===== src/rtl/setup_packet_assembler.sv =====
// rtl/setup_packet_assembler.sv - packs the 8-byte SETUP data stage into a 64-bit word with enable/busy handshake
module setup_packet_assembler #(
  parameter int HOLD_TIMEOUT = 16
) (
  input  logic        clk,
  input  logic        rst,
  input  logic [7:0]  rx_data,
  input  logic        rx_valid,
  input  logic        rx_sop,
  input  logic        rx_eop,
  input  logic        busy,
  output logic [63:0] data,
  output logic        enable,
  output logic        pkt_err,
  output logic        overrun
);

  typedef enum logic [2:0] {
    S_IDLE,
    S_COLLECT,
    S_LOAD,
    S_HOLD,
    S_WAIT,
    S_DISCARD
  } state_t;

  localparam logic [7:0] HOLD_LAST = 8'(HOLD_TIMEOUT - 1);

  state_t      state, state_d;
  logic [3:0]  byte_cnt, byte_cnt_d;
  logic [63:0] shift_buf, shift_buf_d;
  logic [7:0]  hold_cnt, hold_cnt_d;
  logic        dropping, dropping_d;
  logic [63:0] data_d;
  logic        enable_d;
  logic        pkt_err_d;
  logic        overrun_d;
  logic        byte_ok;
  logic        busy_state;
  logic [3:0]  cnt_next;

  // shift_buf holds wire byte i at bits [8*i +: 8]; reorder into USB field layout
  function automatic logic [63:0] pack_setup(input logic [63:0] b);
    return {b[7:0], b[15:8], b[31:24], b[23:16], b[47:40], b[39:32], b[63:56], b[55:48]};
  endfunction

  assign byte_ok    = rx_valid && !dropping;
  assign busy_state = (state == S_LOAD) || (state == S_HOLD) || (state == S_WAIT);
  assign cnt_next   = byte_cnt + 4'd1;

  always_ff @(posedge clk or posedge rst) begin
    if (rst) begin
      state     <= S_IDLE;
      byte_cnt  <= 4'd0;
      shift_buf <= 64'd0;
      hold_cnt  <= 8'd0;
      dropping  <= 1'b0;
      data      <= 64'd0;
      enable    <= 1'b0;
      pkt_err   <= 1'b0;
      overrun   <= 1'b0;
    end else begin
      state     <= state_d;
      byte_cnt  <= byte_cnt_d;
      shift_buf <= shift_buf_d;
      hold_cnt  <= hold_cnt_d;
      dropping  <= dropping_d;
      data      <= data_d;
      enable    <= enable_d;
      pkt_err   <= pkt_err_d;
      overrun   <= overrun_d;
    end
  end

  always_comb begin
    state_d     = state;
    byte_cnt_d  = byte_cnt;
    shift_buf_d = shift_buf;
    hold_cnt_d  = hold_cnt;
    dropping_d  = dropping;
    data_d      = data;
    enable_d    = enable;
    pkt_err_d   = 1'b0;
    overrun_d   = 1'b0;

    // A packet starting while a word is outstanding is swallowed whole
    if (busy_state && rx_valid && rx_sop) begin
      overrun_d  = 1'b1;
      dropping_d = !rx_eop;
    end else if (dropping && rx_valid && rx_eop) begin
      dropping_d = 1'b0;
    end

    case (state)
      S_IDLE: begin
        if (byte_ok && rx_sop) begin
          shift_buf_d[7:0] = rx_data;
          byte_cnt_d       = 4'd1;
          if (rx_eop) pkt_err_d = 1'b1;
          else        state_d   = S_COLLECT;
        end
      end

      S_COLLECT: begin
        if (byte_ok) begin
          if (rx_sop) begin
            shift_buf_d[7:0] = rx_data;
            byte_cnt_d       = 4'd1;
            pkt_err_d        = 1'b1;
            if (rx_eop) state_d = S_IDLE;
          end else if (byte_cnt == 4'd8) begin
            pkt_err_d = 1'b1;
            state_d   = rx_eop ? S_IDLE : S_DISCARD;
          end else begin
            shift_buf_d[{byte_cnt[2:0], 3'b000} +: 8] = rx_data;
            byte_cnt_d = cnt_next;
            if (rx_eop) begin
              if (cnt_next == 4'd8) begin
                state_d = S_LOAD;
              end else begin
                pkt_err_d = 1'b1;
                state_d   = S_IDLE;
              end
            end
          end
        end
      end

      // One cycle after the eop byte lands, the packed word is published
      S_LOAD: begin
        data_d     = pack_setup(shift_buf);
        enable_d   = 1'b1;
        hold_cnt_d = 8'd0;
        state_d    = S_HOLD;
      end

      S_HOLD: begin
        if (busy) begin
          enable_d = 1'b0;
          state_d  = S_WAIT;
        end else if (hold_cnt == HOLD_LAST) begin
          enable_d  = 1'b0;
          pkt_err_d = 1'b1;
          state_d   = S_IDLE;
        end else begin
          hold_cnt_d = hold_cnt + 8'd1;
        end
      end

      S_WAIT: begin
        if (!busy) state_d = S_IDLE;
      end

      S_DISCARD: begin
        if (rx_valid && rx_eop) state_d = S_IDLE;
      end

      default: state_d = S_IDLE;
    endcase
  end

endmodule


===== config.mk =====
export PLATFORM = sky130hd
export DESIGN_NAME = setup_packet_assembler
export DESIGN_NICKNAME = d
export VERILOG_FILES = /design/src/rtl/setup_packet_assembler.sv
export SDC_FILE = /design/constraint.sdc
export NUM_CORES = 1
export LEC_CHECK = 0
export BUFFER_PORTS_ARGS = -buffer_cell sky130_fd_sc_hd__buf_2
export CORE_MARGIN = 2
export CORE_UTILIZATION = 50
export DETAILED_ROUTE_END_ITERATION = 8
export HOLD_SLACK_MARGIN = 0.06
export PLACE_DENSITY = 0.71
export SETUP_SLACK_MARGIN = 0.05
export SYNTH_ARGS = -nofsm -noshare
export SYNTH_HDL_FRONTEND = slang
export SYNTH_SLANG_ARGS = --single-unit

===== constraint.sdc =====
create_clock -name clk -period 6.2 [get_ports clk]
set_input_delay 0.93 -clock clk [delete_from_list [all_inputs] [get_ports clk]]
set_output_delay 0.93 -clock clk [all_outputs]
set_load 0.005 [all_outputs]

======== Yosys cells after proc, flatten, opt, wreduce, memory -nomap -nowiden ========
Cells that the tools add are included.
cells by class
  divide/modulo/power cells ............... 0
  $mul .................................... 0
  order comparisons ....................... 0
  bitwise logic cells ..................... 2
  mux-type cells .......................... 44
  equality and inequality tests ........... 19
  reduce and logical (&&, ||, !) cells .... 20
  shift-type cells ........................ 2
  add/subtract/negate cells ............... 3
operators by type and width
  operator                                                                 number
  64-bit bitwise mux                                                       1
  8-bit by 8-bit variable shift with 64-bit output (first input constant)  1
  8-bit by 8-bit indexed part select with 64-bit output                    1
  8-bit two-way mux                                                        6
  3-bit two-way mux                                                        12
  8-bit case mux with 2 select lines                                       2
  3-bit case mux with 6 select lines                                       1
  4-bit two-way mux                                                        4
  1-bit two-way mux                                                        14
  2-bit inequality test (second input constant)                            7
  3-bit inequality test (second input constant)                            3
  8-bit by 1-bit adder with 8-bit output (second input constant)           1
  4-bit == test (second input constant)                                    2
  8-bit by 4-bit == test with 1-bit output (second input constant)         1
  6-bit negation with 8-bit output                                         1
  4-bit case mux with 2 select lines                                       1
  4-bit AND reduction                                                      2
  8-bit AND reduction                                                      1
  1-bit logical AND                                                        7
  3-bit by 2-bit == test with 1-bit output (second input constant)         2
  3-bit == test (second input constant)                                    2
  2-bit nonzero test                                                       3
  4-bit by 1-bit adder with 4-bit output (second input constant)           1
  3-bit by 1-bit == test with 1-bit output (second input constant)         1
  other kinds (10)                                                         13
storage, ports and cells
  ROM bits ................................ 0
  memories kept ........................... 0
  RAM bits ................................ 0
  register bits ........................... 147
  output and inout port bits .............. 67
  latch bits .............................. 0
  logic and storage cells ................. 100

======== Depth between registers and ports, before layout ========
  depth after elaboration ................. 8
  depth in mapped cells ................... 9
  gate-level depth less buffers ........... 8

======== Worst setup path before layout ========
Ideal clock, no wire load.
  kind .................................... input-to-reg
  start point ............................. input port rx_valid
  end point ............................... register shift_buf[32]
  library setup time ...................... 125 ps
  path buffers ............................ 1
  slack ................................... 3,615 ps
  arrival time ............................ 2,460 ps
  cell stages on the path ................. 6
  path through ............................ nor3b_1 -> nand4_1 -> or3_1 -> buf_2 -> nor3b_4 -> mux2_2
on the way
  longest elaborated chain between the ends .. 2
ends and longest elaborated chain
  item                           RTL line  RTL
  start: declaration             8         input logic rx_valid,
  1-bit logical AND              47        assign byte_ok = rx_valid && !dropping;
  4-bit AND reduction (no line)  -
  end signal: assignment         65        shift_buf <= shift_buf_d;
  end: declaration               31        logic [63:0] shift_buf, shift_buf_d;
No other way between the ends.
A chain may end at the register's enable or synchronous reset.

======== Worst setup path in the final report ========
  start point ............................. register byte_cnt[0]
  end point ............................... register shift_buf[34]
on the way
  longest elaborated chain between the ends .. 3
ends and longest elaborated chain
  item                                                                                 RTL line  RTL
  start: declaration                                                                   30        logic [3:0] byte_cnt, byte_cnt_d;
  start signal: assignment                                                             64        byte_cnt <= byte_cnt_d;
  6-bit negation with 8-bit output / 4-bit == test (equally long branches)             115, 111
  8-bit by 8-bit indexed part select with 64-bit output, or another cell as far along  115       shift_buf_d[{byte_cnt[2:0], 3'b000} +: 8] = rx_data;
  64-bit bitwise mux / 4-bit AND reduction (equally long branches)                     -
Parallel ways exist; a longest one is shown, timed or not.

==> flow_metrics.tcl <==
set metrics [dict create \
    cp_cell_sequence "inv_1, ha_1, ha_1, nor3b_1, nand4_1, or3_1, nor3b_4, mux2_2" \
    yosysSeqAreaShare 0.6134 \
    tightest_slew_ns 0.7923 \
    hpwl_um 8231 \
    max-clock-path-buffers 2 \
    clockRootBuffer "clkbuf_16" \
    synth_area_leaders "dfrtp_1 (61%), nand2_1 (13%), mux2_2 (12%), clkbuf_1 (1.2%), and2_1 (0.94%)" \
    ys_warn_count 0 \
    maxSlewViolCount 0 \
    synth-simple-area-share 0.2011 \
    ys.flop_type "dfrtp_1" \
    async_reset_ff_frac 1.000 \
    fill_cells 968 \
    path_delay_family "simple AND/OR/NAND/NOR gates" \
    synth-edff-count 0 \
    setup_tns_ns 0 \
    synth_top_family_by_area "simple AND/OR/NAND/NOR gates" \
    yosysUniqueCellTypes 44 \
    critPathMostFrequentCell "ha_1" \
    grt_max_degree 84 \
    slowest_stage "or3_1" \
    antenna_left 0 \
    drv_cap 0 \
    nNetsFinal 644 \
    dieArea_um2 12890 \
    regArea_um2 3679 \
    drt-total-wl_um 12740 \
    yosysTopAreaCell "dfrtp_1" \
    gp_congestion 0.8563 \
    cts_hold_buf 0 \
    drcViolationCount 0 \
    multiInputGateArea_um2 2223 \
    crit_required_ns 6.51 \
    rsz0062_at_grt "false" \
    slew_headroom 0.4718 \
    synth_xor_area_frac 0.008763 \
    status "completed" \
    synth_compound_area_frac 0.02754 \
    startpoint "byte_cnt[0]" \
    worstPathMaxFanout 8 \
    h-tree-depth 4 \
    cts_tree "done" \
    drtIter0Drc 345 \
    synthAdderAreaFrac 0.008346 \
    cp-start-kind "flip-flop" \
    critPathMaxStageDelay_ns 0.56 \
    p_per_area_nw_per_um2 369.0 \
    r2r-start "byte_cnt[0]" \
    ir_worst_vdd_uv 212.3 \
    cts_resized 0 \
    synth-seq-cells 147 \
    n_antenna_cell 0 \
    worst_slack_ns 3.236 \
    synthMuxAreaShare 0.1237 \
    pre_cts_slack_ns 3.200 \
    coreArea_um2 11560 \
    synth_commonest_cells "nand2_1 (206), dfrtp_1 (147), mux2_2 (65), clkbuf_1 (19), nor2_1 (14)" \
    antenna_found_initial 0 \
    cp-end-kind "flip-flop" \
    hold_viol_final 0 \
    r2r_setup_slack_ns 3.24 \
    worst-path-buf-inv 1 \
    vias 4151 \
    synth_cells 547 \
    dr.pass1.iters 5 \
    grt_pass1_wl_um 21520 \
    min_period_ns 2.964 \
    p_leak_nw 3.864 \
    cts_sinks 147 \
    start_util 0.5186 \
    grt_usage 0.2146 \
    syn_avg_cell_area_um2 10.96 \
    fp.dieH_um 113.5 \
    numPortBuffers 80 \
    synth.most_common_cell "nand2_1" \
    timing.fmax_mhz 337.4 \
    worstSetupPathType "flip-flop to flip-flop" \
    post_drt_wl_per_cell_um 16.30 \
    setup_violations 0 \
    arrival_ns 3.27 \
    hp-class "flip-flop to flip-flop" \
    finClkSkew_ns 0.007491 \
    area_growth_pct 19.26 \
    min_from "shift_buf[14]" \
    clkLatencyLatePin_ns 0.42 \
    drive_above_1_share 0.2989 \
    grt_overflow_total 0 \
    numCtsBuffers 17 \
    syn_nets 565 \
    finalCritPeriodShare 0.4781 \
    grt_pass1_vias 4219 \
    cts.reportedPaths.clkPinSlew_ns 0.06 \
    cts_setup_buffers 0 \
    fp-row-count 39 \
    vias_per_cell 5.308 \
    netlist_area_um2 5997 \
    ios 81 \
    synth_top_area_frac 0.6134 \
    die-width_um 113.5 \
]
==> final cells by class <==
| class | instances | share of cell area |
|---|---|---|
| flip-flops and latches | 147 | 0.5143 |
| repair buffers | 83 | 0.05913 |
| well taps | 143 | 0.02502 |
| clock inverters | 13 | 0.02449 |
| multi-input cells | 373 | 0.3109 |
| clock buffers | 19 | 0.06333 |
| inverters | 4 | 0.002799 |
==> cells by family (layout without fill, tap and decap cells) <==
kind of cell,Yosys count,after routing
simple gates,271,271
fa+ha+maj,4,4
xor+xnor,6,6
buf+inv,27,119
mux,66,66
flops,147,147
compound gates,26,26
==> report_power, final <==
| part | switching (mW) | total [mW] | internal, mW |
|---|---|---|---|
| Clock | 0.412 | 1.07 | 0.661 |
| Combinational | 0.166 | 0.346 | 0.181 |
| Sequential | 0.108 | 1.22 | 1.11 |
==> cells in the final DEF, fill, tap and decap left out, drive strengths merged, types with 3 or more instances in the layout <==
cell	netlist	layout
clkbuf	19	19
and2	9	9
nor3	3	3
buf	4	83
nand3b	3	3
xor2	5	5
dfrtp	147	147
nand4	5	5
mux2	65	65
ha	4	4
clkinv	0	5
bufinv	0	3
nor2	15	15
o21ai	8	8
nor3b	6	6
nand2	206	206
nor2b	4	4
inv	4	7
a21oi	8	8
or3	3	3
nand2b	3	3
and3	5	5
==> through the flow <==
step / hold WS, ns / area [um2] / std cells / util / power [mW]
after detailed placement: 0.4466 / 6524 / 750 / 0.5641 / 1.577
after global placement: 0.4459 / 6524 / 750 / 0.5641 / 1.550
after CTS: 0.4679 / 7152 / 782 / 0.6184 / 2.655
final: 0.4633 / 7152 / 782 / 0.6184 / 2.639
after global routing: 0.4763 / 7152 / 782 / 0.6184 / 2.754
after floorplan: 0.4331 / 5997 / 547 / - / 1.474
==> worst min-delay path: stages, from the launching register on <==
cell     delay [ns]
dfrtp_1        0.34
nand2_1        0.05
nand2_1        0.05
==> path summary, 6_finish.rpt <==
| kind | endpoint | cells past startpoint |
|---|---|---|
| max in group asynchronous | data[15] | 3 |
| min in group asynchronous | overrun | 2 |
| max reg2reg | shift_buf[34] | 8 |
| min | data[54] | 2 |
| max | shift_buf[34] | 8 |
| min reg2reg | data[54] | 2 |
==> layer usage <==
metal	track usage	vias up	wire, um
met5	0	-	0
met4	0.08211	0	197
met3	0.05951	19	718
met2	0.3289	112	6011
met1	0.2949	2061	5816
li1	-	1959	-
==> state kept, by name (all words and copies together) (netlist names) <==
| register | flops |
|---|---|
| byte_cnt | 4 |
| data | 64 |
| dropping | 1 |
| enable | 1 |
| hold_cnt | 8 |
| overrun | 1 |
| pkt_err | 1 |
| shift_buf | 64 |
| state | 3 |
(Power assumes the default switching activity.)
